[src/rtl/alu_pkg.sv]
`timescale 1ns/1ps
// Shared opcodes, FSM state encoding and default datapath width for the accumulator ALU.
package alu_pkg;

    localparam int ALU_WIDTH = 8;

    localparam logic [1:0] OP_ADD = 2'b00;
    localparam logic [1:0] OP_SUB = 2'b01;
    localparam logic [1:0] OP_MUL = 2'b10;
    localparam logic [1:0] OP_DIV = 2'b11;

    typedef enum logic [1:0] {
        ST_IDLE = 2'd0,
        ST_EXEC = 2'd1,
        ST_DONE = 2'd2
    } state_t;

endpackage

[src/rtl/alu_muldiv_iter.sv]
`timescale 1ns/1ps
// Iterative unsigned MUL (shift-add) / DIV (restoring), one bit per cycle.
// Latency: WIDTH cycles after start; result/done are valid combinationally on the last iteration.
// No backpressure: start is only issued by the owning FSM while this unit is idle.
module alu_muldiv_iter
    import alu_pkg::*;
#(
    parameter int WIDTH = ALU_WIDTH
)
(
    input  logic             clk,
    input  logic             rst,
    input  logic             start,
    input  logic [1:0]       op,
    input  logic [WIDTH-1:0] a,
    input  logic [WIDTH-1:0] b,
    output logic [WIDTH-1:0] result,
    output logic             done
);

    localparam int CW = $clog2(WIDTH);
    localparam logic [CW-1:0] LAST = CW'(WIDTH - 1);

    logic             busy;
    logic             is_div;
    logic [CW-1:0]    cnt;
    logic [WIDTH-1:0] part;   // MUL: running product, DIV: partial remainder
    logic [WIDTH-1:0] sh;     // MUL: shifted multiplicand, DIV: dividend shifting into quotient
    logic [WIDTH-1:0] opnd;   // MUL: multiplier (shifts right), DIV: divisor (constant)

    logic [WIDTH-1:0] part_nxt;
    logic [WIDTH-1:0] sh_nxt;
    logic [WIDTH-1:0] opnd_nxt;
    logic [WIDTH:0]   rem_sh;
    logic [WIDTH:0]   diff;

    always_comb begin
        part_nxt = part;
        sh_nxt   = sh;
        opnd_nxt = opnd;
        rem_sh   = '0;
        diff     = '0;
        if (is_div) begin
            // A zero divisor never restores, so the quotient naturally saturates to all ones.
            rem_sh = {part, sh[WIDTH-1]};
            diff   = rem_sh - {1'b0, opnd};
            if (!diff[WIDTH]) begin
                part_nxt = diff[WIDTH-1:0];
                sh_nxt   = {sh[WIDTH-2:0], 1'b1};
            end else begin
                part_nxt = rem_sh[WIDTH-1:0];
                sh_nxt   = {sh[WIDTH-2:0], 1'b0};
            end
        end else begin
            part_nxt = part + (opnd[0] ? sh : '0);
            sh_nxt   = sh << 1;
            opnd_nxt = opnd >> 1;
        end
    end

    assign result = is_div ? sh_nxt : part_nxt;
    assign done   = busy && (cnt == LAST);

    always_ff @(posedge clk or negedge rst) begin
        if (!rst) begin
            busy   <= 1'b0;
            is_div <= 1'b0;
            cnt    <= '0;
            part   <= '0;
            sh     <= '0;
            opnd   <= '0;
        end else if (start) begin
            busy   <= 1'b1;
            is_div <= (op == OP_DIV);
            cnt    <= '0;
            part   <= '0;
            sh     <= a;
            opnd   <= b;
        end else if (busy) begin
            part <= part_nxt;
            sh   <= sh_nxt;
            opnd <= opnd_nxt;
            cnt  <= cnt + CW'(1);
            busy <= (cnt != LAST);
        end
    end

endmodule

[src/rtl/alu_unit.sv]
`timescale 1ns/1ps
// Accumulator ALU: acc <= acc op in for ADD/SUB/MUL/DIV, with a one-cycle ready pulse.
// Latency: ADD/SUB complete at the accepting edge, MUL/DIV WIDTH edges later.
// valid is only sampled in IDLE; commands arriving while busy are dropped, not queued.
module alu_unit
    import alu_pkg::*;
#(
    parameter int WIDTH = ALU_WIDTH
)
(
    input  logic             clk,
    input  logic             rst,
    input  logic [WIDTH-1:0] in,
    input  logic [1:0]       op_codes,
    input  logic             valid,
    output logic [WIDTH-1:0] o,
    output logic             ready
);

    state_t           state;
    logic [WIDTH-1:0] acc;
    logic             md_start;
    logic [WIDTH-1:0] md_result;
    logic             md_done;

    assign md_start = (state == ST_IDLE) && valid && op_codes[1];
    assign o        = acc;

    alu_muldiv_iter #(.WIDTH(WIDTH)) u_muldiv (
        .clk    (clk),
        .rst    (rst),
        .start  (md_start),
        .op     (op_codes),
        .a      (acc),
        .b      (in),
        .result (md_result),
        .done   (md_done)
    );

    always_ff @(posedge clk or negedge rst) begin
        if (!rst) begin
            state <= ST_IDLE;
            acc   <= '0;
            ready <= 1'b0;
        end else begin
            ready <= 1'b0;
            case (state)
                ST_IDLE: begin
                    if (valid) begin
                        case (op_codes)
                            OP_ADD: begin
                                acc   <= acc + in;
                                ready <= 1'b1;
                                state <= ST_DONE;
                            end
                            OP_SUB: begin
                                acc   <= acc - in;
                                ready <= 1'b1;
                                state <= ST_DONE;
                            end
                            default: state <= ST_EXEC;
                        endcase
                    end
                end
                // The final iteration and the accumulator write share one edge.
                ST_EXEC: begin
                    if (md_done) begin
                        acc   <= md_result;
                        ready <= 1'b1;
                        state <= ST_DONE;
                    end
                end
                ST_DONE: state <= ST_IDLE;
                default: state <= ST_IDLE;
            endcase
        end
    end

endmodule

[config.mk]
export PLATFORM = sky130hd
export DESIGN_NAME = alu_unit
export DESIGN_NICKNAME = d
export VERILOG_FILES = /design/src/rtl/alu_pkg.sv /design/src/rtl/alu_muldiv_iter.sv /design/src/rtl/alu_unit.sv
export SDC_FILE = /design/constraint.sdc
export NUM_CORES = 1
export LEC_CHECK = 0
export CAP_MARGIN = 20
export CORE_MARGIN = 1
export CORE_UTILIZATION = 40
export DETAILED_ROUTE_END_ITERATION = 7
export DONT_BUFFER_PORTS = 1
export GPL_TIMING_DRIVEN = 1
export PLACE_DENSITY = 0.66
export SLEW_MARGIN = 20
export SYNTH_ARGS = -nofsm -noshare
export SYNTH_HDL_FRONTEND = slang
export SYNTH_SLANG_ARGS = --single-unit
[constraint.sdc]
create_clock -name clk -period 4.1 [get_ports clk]
set_input_delay 0.82 -clock clk [delete_from_list [all_inputs] [get_ports clk]]
set_output_delay 0.82 -clock clk [all_outputs]
set_load 0.01 [all_outputs]
==> results of run 1 <==
[final cells by class]
type	count	area, µm²
repair buffers	1	7.51
multi-input cells	289	1940
clock buffers	7	96.3
inverters	21	78.8
fillers	718	4050
well taps	99	124
clock inverters	1	30.0
flip-flops and latches	40	1000
[through the flow]
step | area, µm² | instances | power, mW
6_report | 3280 | 458 | 2.91
3_3_place_gp | 3150 | 450 | 2.51
4_1_cts | 3280 | 458 | 2.91
5_1_grt | 3280 | 458 | 3.19
2_1_floorplan | 3080 | 364 | 2.19
3_5_place_dp | 3150 | 450 | 2.54
[critical path, cell delays in order, from the launching register on]
cell	delay (ns)
dfrtp_1	0.51
ha_1	0.28
fa_1	0.40
nand2b_1	0.18
a211oi_1	0.34
nor4_2	0.15
or2_1	0.33
o311a_1	0.39
o32ai_2	0.19
[sequential cells by signal, summed over array words and instances (netlist names)]
signal,flops
u_muldiv.cnt,3
u_muldiv.part,8
o,8
u_muldiv.sh,8
u_muldiv.is_div,1
u_muldiv.opnd,8
state,2
ready,1
u_muldiv.busy,1
[where the power goes]
group / total [mW] / internal (mW) / switching (mW)
Clock: 0.358 / 0.215 / 0.143
Combinational: 1.69 / 0.747 / 0.947
Sequential: 0.859 / 0.576 / 0.283
Total: 2.91 / 1.54 / 1.37
[per-layer routing]
metal	track usage (%)	wire length [µm]	vias to the layer above
li1	-	-	1278
met1	27.0	3540	1224
met2	29.4	3250	73
met3	3.47	448	16
met4	6.83	137	0
met5	0	0	-
[cells in the final DEF (no fill, tap or decap), drive strengths merged, types with 3 or more instances in the layout]
master / count
o21ai: 35
nand2: 42
nand2b: 4
fa: 3
xor2: 6
nor2b: 7
o32ai: 5
mux2i: 12
and2: 7
nor4: 3
xnor2: 16
dfrtp: 40
a21o: 4
a211oi: 9
nor3: 10
ha: 26
nor2: 34
o211ai: 4
a21oi: 25
inv: 21
clkbuf: 7
nand3: 6
o21a: 5
o21bai: 3
[synth_stat cells (2+ instances only)]
library cell	n	area share, %
nor2_1	34	4.1
a21o_1	4	0.97
o32ai_1	4	1.1
buf_1	3	0.37
o211ai_1	4	0.97
o221ai_1	2	0.57
dfrtp_1	40	32
inv_1	21	2.6
and2_1	7	1.4
a21oi_1	24	3.9
mux2i_1	12	3.9
fa_1	3	1.9
o22ai_1	2	0.41
nor4_1	2	0.41
nand2b_1	4	0.81
xor2_1	6	1.7
nor3_1	10	1.6
a211oi_1	9	2.2
clkbuf_1	10	1.2
nand3_1	6	0.97
o2111ai_1	2	0.57
nand2_1	42	5.1
ha_1	26	11
o31a_1	2	0.57
nor2b_1	7	1.4
o21ai_0	34	5.5
a31oi_1	2	0.41
o21a_1	5	1.2
o21bai_1	3	0.73
xnor2_1	16	4.5
[how the worst max path moves through the flow]
| stage | to | slack (ns) | cells past startpoint | start |
|---|---|---|---|---|
| after floorplan | o[7] | 1.33 | 10 | op_codes[0] |
| after global placement | o[7] | 1.08 | 9 | op_codes[0] |
| after detailed placement | o[7] | 0.98 | 9 | op_codes[0] |
| after CTS | u_muldiv.part[3] | 1.26 | 8 | u_muldiv.opnd[0] |
| after global routing | u_muldiv.part[3] | 1.08 | 8 | u_muldiv.opnd[0] |
| final | u_muldiv.part[3] | 1.23 | 8 | u_muldiv.opnd[0] |
[cells by family (layout without fill, tap and decap cells)]
group / Yosys count / in the layout / synth area share (%)
AOI/OAI and AO/OA: 109 / 109 / 23.2
muxes: 12 / 12 / 3.90
adders and majority gates: 29 / 29 / 12.5
buffers and inverters: 35 / 30 / 4.51
and+or+nand+nor: 117 / 117 / 17.2
DFF: 40 / 40 / 32.5
xor gates and xnor gates: 22 / 22 / 6.25
==> summary.md, run 1 <==
| Metric | Value |
|---|---|
| Clk buf depth | `2` |
| Post-synth EDFFs | `0` |
| R2r setup slk | `1.23 ns` |
| First-pass GRT wire length | `12.3 mm` |
| Vias per inst | `about 5.7` |
| CP Max Fanout | `10` |
| TritonRoute pass-1 iters | `5` |
| FF-to-FF path depth | `8` |
| CTS Buf Count | `5` |
| Syn_area_per_cell | `8.46 µm²` |
| Synth unique cells | `48` |
| Max transition margin | `approximately a third` |
| Outcome | `completed` |
| Die height | `roughly 90 µm` |
| Die area | `0.00806 mm²` |
| Std-Cell Rows | `31` |
| Share of cells above drive strength 1 | `3.90%` |
| Max-Cap Viols | `0` |
| DRC errors left | `0` |
| I/O Pins | `22` |
| Fmax | `349 MHz` |
| Area delta synth->final | `6.42%` |
| Syn_nets | `406` |
| Ant. Diodes | `0` |
| Initial drt markers | `between 100 and 150` |
| Vias in the first global route | `~2,500` |
| Crit path kind | `reg -> reg` |
| Tcrit/Tclk final | `69.9%` |
| Setup violations, final | `0` |
| Hold buffers post-CTS | `0` |
| Worst vdd ir | `a little over 0.3 mV` |
| Power per cell area | `between 800 and 900 mW/mm²` |
| Clock Sinks | `40` |
| RSZ-0062 raised after global routing | `false` |
| Tmin final | `2.87 ns` |
| Antenna violations before repair | `0` |
| Sequential-to-total area share from yosys stat | `between 30% and 40%` |
| Ys async rst share | `100%` |
| FF-to-FF End | `u_muldiv.part[3]` |
| Place WS | `0.980 ns` |
| Clk_lat worst skew | `0.30 ns` |
| Largest net degree at the start of global routing | `between 40 and 50` |
| Tightest Hold Check Type | `in -> async` |
| Post-CTS Setup Inserts | `0` |
| Yosys reg bits | `40` |
| Initial Util | `42.0%` |
| Clk_skew | `0.00680 ns` |
| IO buf count | `0` |
| CTS tree | `yes` |
| Clock slew at reported path FFs | `0.08 ns` |
| Vias | `2,591` |
| Worst hold slack | `0.198 ns` |
| Worst Path Required | `4.31 ns` |
| Reg2reg start | `u_muldiv.opnd[0]` |
| Core Area | `0.00733 mm²` |
| Startpoint types | `flop` |
| GPL Wtd Cong | `0.822` |
| Post-synthesis cell area | `0.00308 mm²` |
| Final Max Slew Viols | `0` |
| Final WS setup | `1.23 ns` |
| P_leak | `between 1 and 1.5 nW` |
| Final hold vios | `0` |
| Synth Instances | `approximately 360` |
| Final net count | `400` |
| Fin util | `44.7%` |
| PostCTS Resize Cnt | `0` |
| Worst path arrival time | `3.08 ns` |
| Congestion Overflow GR | `0` |
| ANT nets after route | `0` |
| # H-tree levels | `2` |
| Synth Flop Type | `dfrtp_1` |
| Setup crit end kind | `flop` |
| Final wirelength | `between 7 and 8 mm` |
| Sum Neg Setup Slack | `0 ns` |
| Warnings, synthesis | `0` |
| Dpl hpwl | `5.51 mm` |
| Total GRT Usage | `between 10% and 20%` |
| DR WL/cell | `16.1 µm` |
| Die Width | `approximately 90 µm` |
| Slew of the pin with the lowest slew margin | `1.00 ns` |
| Root Buffer | `clkbuf_8` |
(Power assumes the default switching activity.)
==> run 2: changes to the inputs <==
--- a/config.mk
+++ b/config.mk
@@ -11,7 +11,7 @@
 export DETAILED_ROUTE_END_ITERATION = 7
 export DONT_BUFFER_PORTS = 1
 export GPL_TIMING_DRIVEN = 1
-export PLACE_DENSITY = 0.66
+export PLACE_DENSITY = 0.68
 export SLEW_MARGIN = 20
 export SYNTH_ARGS = -nofsm -noshare
 export SYNTH_HDL_FRONTEND = slang
==> constraint.sdc (replaced) <==
create_clock -name clk -period 2.6 [get_ports clk]
set_input_delay 0.52 -clock clk [delete_from_list [all_inputs] [get_ports clk]]
set_output_delay 0.52 -clock clk [all_outputs]
set_load 0.01 [all_outputs]
==> run 2 against run 1 <==
Non-clock buffer count increased by 15. Cell area increased by 4.1%. Combinational power increased by 83%. Worst setup slack got worse by 1.1 ns. Die area unchanged. Critical path depth unchanged. Routed wire length increased by 4.2%. Core utilization increased by 1.8 points. Power increased by 66%.
==> summary.md, run 2 (same netlist as run 1, synthesis figures left out) <==
| Metric | Value |
|---|---|
| Outcome | `completed (unchanged)` |
| Clock Sinks | `40 (unchanged)` |
| Tightest Hold Check Type | `in -> async (unchanged)` |
| Area delta synth->final | `10.8% (was 6.42%)` |
| TritonRoute pass-1 iters | `4 (was 5)` |
| Area post-placement | `0.00326 mm² (was 0.00315 mm²)` |
| GPL Wtd Cong | `0.831 (was 0.822)` |
| Final Max Slew Viols | `0 (unchanged)` |
| CTS Buf Count | `5 (unchanged)` |
| Root Buffer | `clkbuf_8 (unchanged)` |
| Clk buf depth | `2 (unchanged)` |
| Worst Path Required | `2.80 ns (was 4.31 ns)` |
| P_leak | `1.53 nW (was 1.46 nW)` |
| Power per cell area | `1410 mW/mm² (was 888 mW/mm²)` |
| Slew of the pin with the lowest slew margin | `0.496 ns (was 1.00 ns)` |
| IO buf count | `0 (unchanged)` |
| Ant. Diodes | `0 (unchanged)` |
| Worst path arrival time | `2.71 ns (was 3.08 ns)` |
| Worst vdd ir | `0.668 mV (was 0.306 mV)` |
| ANT nets after route | `0 (unchanged)` |
| Total GRT Usage | `19.8% (was 19.1%)` |
| Die height | `89.8 µm (unchanged)` |
| Clock slew at reported path FFs | `0.08 ns (about the same)` |
| Std-Cell Rows | `31 (unchanged)` |
| DR WL/cell | `16.3 µm (was 16.1 µm)` |
| Share of cells above drive strength 1 | `9.36% (was 3.90%)` |
| Post-Layout Cell Count | `473 (was 458)` |
| Commonest non-fill, non-tap cell in the layout | `nand2_1 (unchanged)` |
| Startpoint types | `flop (unchanged)` |
| # H-tree levels | `2 (unchanged)` |
| I/O Pins | `22 (unchanged)` |
| Tmin final | `2.50 ns (was 2.87 ns)` |
| Congestion Overflow GR | `0 (unchanged)` |
| Post-route cell area | `0.00341 mm² (was 0.00328 mm²)` |
| Vias per inst | `5.55 (was 5.66)` |
| CTS tree | `yes (unchanged)` |
| Setup crit end kind | `flop (unchanged)` |
| Clk_lat worst skew | `0.29 ns (was 0.30 ns)` |
| Dpl hpwl | `5.77 mm (was 5.51 mm)` |
| Initial Util | `42.0% (unchanged)` |
| Clk_skew | `0.00643 ns (was 0.00680 ns)` |
| Largest net degree at the start of global routing | `41 (unchanged)` |
| Vias | `2,623 (was 2,591)` |
| Crit path kind | `reg -> reg (unchanged)` |
| First-pass GRT wire length | `12.8 mm (was 12.3 mm)` |
| Initial drt markers | `165 (was 103)` |
| Final net count | `415 (was 400)` |
| Die Width | `89.8 µm (unchanged)` |
| Die area | `0.00806 mm² (unchanged)` |
| Max transition margin | `66.8% (was 33.3%)` |
| Final hold vios | `0 (unchanged)` |
| Total Power | `4.82 mW (was 2.91 mW)` |
| Setup violations, final | `0 (unchanged)` |
| Core Area | `0.00733 mm² (unchanged)` |
| Final wirelength | `7.69 mm (was 7.38 mm)` |
| Commonest non-fill, non-tap cells in the layout | `nand2_1 (42), dfrtp_1 (40), nor2_1 (34), o21ai_0 (34), ha_1 (26) (unchanged)` |
| Max-Cap Viols | `0 (unchanged)` |
| Inst Count DP | `464 (was 450)` |
| Antenna violations before repair | `0 (unchanged)` |
| Vias in the first global route | `2,677 (was 2,474)` |
| Fmax | `400 MHz (was 349 MHz)` |
| Tcrit/Tclk final | `96.3% (was 69.9%)` |
| CP Max Fanout | `8 (was 10)` |
| Fin util | `46.6% (was 44.7%)` |
| DRC errors left | `0 (unchanged)` |
-- run 2: cell count changes in the layout (fill, tap and decap cells not counted), sizes merged --
cell and change:
clkinv +1, buf +15, clkbuf -1
-- run 2: metal layers --
| metal | wire (µm) | global-route usage (%) | part of all wire (%) |
|---|---|---|---|
| met4 | 157 | 7.10 | 2.0 |
| met1 | 3590 | 26.2 | 47 |
| met5 | 0 | 0 | 0 |
| met2 | 3580 | 32.4 | 46 |
| met3 | 364 | 3.38 | 4.7 |
-- run 2: final timing paths --
check                                       from                to  slack, ns  depth (start not counted)
worst max-delay path            u_muldiv.opnd[0]  u_muldiv.part[3]        0.1                          8
worst min register to register  u_muldiv.opnd[7]  u_muldiv.opnd[7]       0.52                          2
min in group clk                           in[7]  u_muldiv.opnd[7]       0.34                          2
worst max register to register  u_muldiv.opnd[0]  u_muldiv.part[3]        0.1                          8
worst min-delay path                         rst    u_muldiv.sh[0]       0.06                          1
max in group asynchronous                    rst  u_muldiv.opnd[5]       2.33                          1
-- run 2: timing repair --
action,in CTS,in global routing
endpoints found under the setup margin,1,5
hold buffers,1,0
setup buffers,0,0
pin swaps,0,1
resized for setup,1,7
endpoints found under the hold margin,40,0
-- run 2: layout make-up --
class | count | area [µm²]
clock buffers | 6 | 72.6
clock inverters | 2 | 35.0
fillers | 703 | 3920
inverters | 21 | 78.8
multi-input cells | 289 | 1970
flip-flops and latches | 40 | 1000
well taps | 99 | 124
repair buffers | 16 | 133
-- run 2: power breakdown --
part | switching (mW) | total (mW) | leakage, nW | internal [mW]
sequential | 0.328 | 1.24 | 0.496 | 0.911
combinational | 1.74 | 3.09 | 0.980 | 1.34
clock | 0.214 | 0.499 | 0.0552 | 0.285
total | 2.29 | 4.82 | 1.53 | 2.54
-- run 2: per-stage QoR --
stage	setup slack [ns]	setup TNS, ns	hold slack [ns]
6_report	0.0970	0	0.0571
5_1_grt	-0.00910	-0.0160	0.0677
4_1_cts	0.0695	0	0.0711
3_5_place_dp	-0.0332	-0.0560	0.226
3_3_place_gp	0.0473	0	0.226
2_1_floorplan	0.0205	0	0.224
-- run 2: critical path, stage by stage, from the launching register on --
cell	delay [ns]
dfrtp_1	0.38
ha_1	0.24
fa_2	0.36
nand2b_1	0.19
a211oi_2	0.30
nor4_2	0.09
or2_4	0.28
o311a_1	0.37
o32ai_2	0.20
==> run 3: changes to the inputs <==
--- a/config.mk
+++ b/config.mk
@@ -5,13 +5,14 @@
 export SDC_FILE = /design/constraint.sdc
 export NUM_CORES = 1
 export LEC_CHECK = 0
+export ABC_AREA = 1
 export CAP_MARGIN = 20
 export CORE_MARGIN = 1
-export CORE_UTILIZATION = 40
+export CORE_UTILIZATION = 30
 export DETAILED_ROUTE_END_ITERATION = 7
 export DONT_BUFFER_PORTS = 1
 export GPL_TIMING_DRIVEN = 1
-export PLACE_DENSITY = 0.68
+export PLACE_DENSITY = 0.57
 export SLEW_MARGIN = 20
 export SYNTH_ARGS = -nofsm -noshare
 export SYNTH_HDL_FRONTEND = slang
==> run 3 against run 2 <==
Power increased by 12%. Register-to-register slack improved by 0.22 ns. Flip-flop and latch count unchanged. First-iteration DRC count decreased by 38%. Critical endpoint is now o[7]. Largest cell class unchanged.
==> summary.md, run 3 <==
| Metric | Value |
|---|---|
| Outcome | `completed (unchanged)` |
| Worst path arrival time | `2.47 ns (was 2.71 ns)` |
| Syn_nets | `526 (was 406)` |
| CTS tree | `yes (unchanged)` |
| Max-Cap Viols | `0 (unchanged)` |
| Sequential-to-total area share from yosys stat | `29.0% (was 32.5%)` |
| Synth Flop Type | `dfrtp_1 (unchanged)` |
| Total GRT Usage | `15.8% (was 19.8%)` |
| Final hold vios | `0 (unchanged)` |
| First-pass GRT wire length | `14.6 mm (was 12.8 mm)` |
| CP Max Fanout | `5 (was 8)` |
| Area delta synth->final | `8.51% (was 10.8%)` |
| Post-CTS Setup Inserts | `0 (unchanged)` |
| RSZ-0062 raised after global routing | `false` |
| Die area | `0.0119 mm² (was 0.00806 mm²)` |
| Clock slew at reported path FFs | `0.06 ns (was 0.08 ns)` |
| Synth unique cells | `41 (was 48)` |
| Vias in the first global route | `2,973 (was 2,677)` |
| Initial Util | `31.3% (was 42.0%)` |
| Max transition margin | `64.2% (was 66.8%)` |
| Initial drt markers | `103 (was 165)` |
| Std-Cell Rows | `38 (was 31)` |
| Syn_area_per_cell | `7.14 µm² (was 8.46 µm²)` |
| Post-route cell area | `0.00375 mm² (was 0.00341 mm²)` |
| Area post-placement | `0.00358 mm² (was 0.00326 mm²)` |
| Synth Instances | `484 (was 364)` |
| Startpoint types | `input port (was flop)` |
| Commonest non-fill, non-tap cell in the layout | `nand2_1 (unchanged)` |
| Antenna violations before repair | `0 (unchanged)` |
| Tightest Hold Check Type | `in -> async (unchanged)` |
| DRC errors left | `0 (unchanged)` |
| TritonRoute pass-1 iters | `4 (unchanged)` |
| Worst Path Required | `2.78 ns (was 2.80 ns)` |
| # H-tree levels | `2 (unchanged)` |
| Post-synthesis cell area | `0.00345 mm² (was 0.00308 mm²)` |
| Clk_skew | `0.00632 ns (was 0.00643 ns)` |
| Clk buf depth | `2 (unchanged)` |
| Crit path kind | `in -> reg (was reg -> reg)` |
| Clk_lat worst skew | `0.29 ns (about the same)` |
| Yosys reg bits | `40 (unchanged)` |
| Vias | `2,999 (was 2,623)` |
| Die height | `109 µm (was 89.8 µm)` |
| Synth top area cells | `dfrtp_1 (29%), nand2_1 (17%), ha_1 (9.4%), inv_1 (7.6%), nand3_1 (5.9%) (was dfrtp_1 (32%), ha_1 (11%), o21ai_0 (5.5%), nand2_1 (5.1%), xnor2_1 (4.5%))` |
| CTS Buf Count | `5 (unchanged)` |
| Ant. Diodes | `0 (unchanged)` |
| Largest net degree at the start of global routing | `41 (unchanged)` |
| Most frequent cells after synthesis | `nand2_1 (157), inv_1 (70), nand3_1 (41), dfrtp_1 (40), ha_1 (26) (was nand2_1 (42), dfrtp_1 (40), nor2_1 (34), o21ai_0 (34), ha_1 (26))` |
| ANT nets after route | `0 (unchanged)` |
| Root Buffer | `clkbuf_16 (was clkbuf_8)` |
| Ys async rst share | `100% (unchanged)` |
| Largest area contributor in the netlist | `dfrtp_1 (unchanged)` |
| Die Width | `109 µm (was 89.8 µm)` |
| Dpl hpwl | `6.98 mm (was 5.77 mm)` |
| Slew of the pin with the lowest slew margin | `0.536 ns (was 0.496 ns)` |
| Fmax | `437 MHz (was 400 MHz)` |
| Setup violations, final | `0 (unchanged)` |
| Share of cells above drive strength 1 | `10.5% (was 9.36%)` |
| Core Area | `0.0110 mm² (was 0.00733 mm²)` |
| Worst vdd ir | `0.504 mV (was 0.668 mV)` |
| P_leak | `2.01 nW (was 1.53 nW)` |
| I/O Pins | `22 (unchanged)` |
| GPL Wtd Cong | `0.857 (was 0.831)` |
| Vias per inst | `4.79 (was 5.55)` |
| Congestion Overflow GR | `0 (unchanged)` |
| Clock Sinks | `40 (unchanged)` |
| DR WL/cell | `13.9 µm (was 16.3 µm)` |
| Post-synth top area share | `29.0% (was 32.5%)` |
| Setup crit end kind | `flop (unchanged)` |
| Power per cell area | `1440 mW/mm² (was 1410 mW/mm²)` |
| Final Max Slew Viols | `0 (unchanged)` |
| Warnings, synthesis | `0 (unchanged)` |
| Tcrit/Tclk final | `88.1% (was 96.3%)` |
| IO buf count | `0 (unchanged)` |
| Sum Neg Setup Slack | `0 ns (unchanged)` |
| Final wirelength | `8.68 mm (was 7.69 mm)` |
| Commonest non-fill, non-tap cells in the layout | `nand2_1 (157), inv_1 (70), nand3_1 (41) (was nand2_1 (42), dfrtp_1 (40), nor2_1 (34), o21ai_0 (34), ha_1 (26))` |
| Tmin final | `2.29 ns (was 2.50 ns)` |
| Final net count | `527 (was 415)` |
| Top-count cell post-synth | `nand2_1 (unchanged)` |
| Post-synth EDFFs | `0 (unchanged)` |
==> run 3: power by group <==
part	internal (mW)	switching, mW
logic	1.30	2.26
clock network	0.354	0.259
registers	0.901	0.339
==> run 3: final cells by class <==
cell class | instances | area (µm²)
timing repair buffer | 3 | 35.0
fill | 1223 | 7280
clock inverter | 3 | 18.8
sequential | 40 | 1000
inverter | 79 | 302
multi-input combinational | 356 | 2090
tap | 140 | 175
clock buffer | 5 | 125
==> run 3: final timing paths <==
kind	from	to	slack, ns	depth (start not counted)
min reg2reg	u_muldiv.cnt[0]	u_muldiv.cnt[0]	0.50	1
max reg2reg	u_muldiv.opnd[0]	u_muldiv.part[7]	0.32	14
min in group clk	op_codes[0]	u_muldiv.is_div	0.38	2
max	in[0]	o[7]	0.31	18
max in group asynchronous	rst	u_muldiv.sh[7]	2.32	1
min	rst	u_muldiv.opnd[6]	0.07	1
==> run 3: what timing repair did <==
item	CTS	global route
gates resized for setup	0	1
endpoints found under the hold margin	40	0
hold buffers	1	0
setup endpoints to repair	0	1
==> run 3: cell families (layout without fill, tap and decap cells) <==
logic type | after synthesis | after routing | share of synthesized area [%]
AOI/OAI and AO/OA | 65 | 65 | 11.8
and+or+nand+nor | 249 | 249 | 34.3
buffers and inverters | 88 | 90 | 10.5
xor gates and xnor gates | 13 | 13 | 3.30
adders and majority gates | 29 | 29 | 11.2
DFF | 40 | 40 | 29.0
==> run 3: through the flow <==
step	worst slack (ns)	hold WS [ns]	power (mW)	std cells	utilization (%)
after floorplan	0.247	0.224	4.07	484	-
after global placement	0.127	0.225	4.70	617	32.5
after detailed placement	0.00980	0.225	4.79	617	32.5
after CTS	0.262	0.0802	5.43	626	34.0
after global routing	0.0334	0.0851	6.00	626	34.0
final	0.309	0.0727	5.41	626	34.0
==> run 3: routing by layer <==
layer	track usage, %	wire length (µm)
met4	4.19	141
met2	26.6	4000
met1	20.7	4260
met3	2.85	279
met5	0	0
==> run 3: critical path, cell delays in order <==
cell and delay, ns:
inv_1 0.08, ha_1 0.16, inv_1 0.05, nor3_1 0.13, inv_1 0.08, o31ai_1 0.28
xnor2_1 0.16, inv_1 0.06, ha_1 0.33, nand2_1 0.07, nor2_1 0.11, nand2_1 0.06
nand3_1 0.08, nand3_1 0.08, nand3_1 0.08, nand2_1 0.05, nand2_1 0.05, nand2_1 0.04
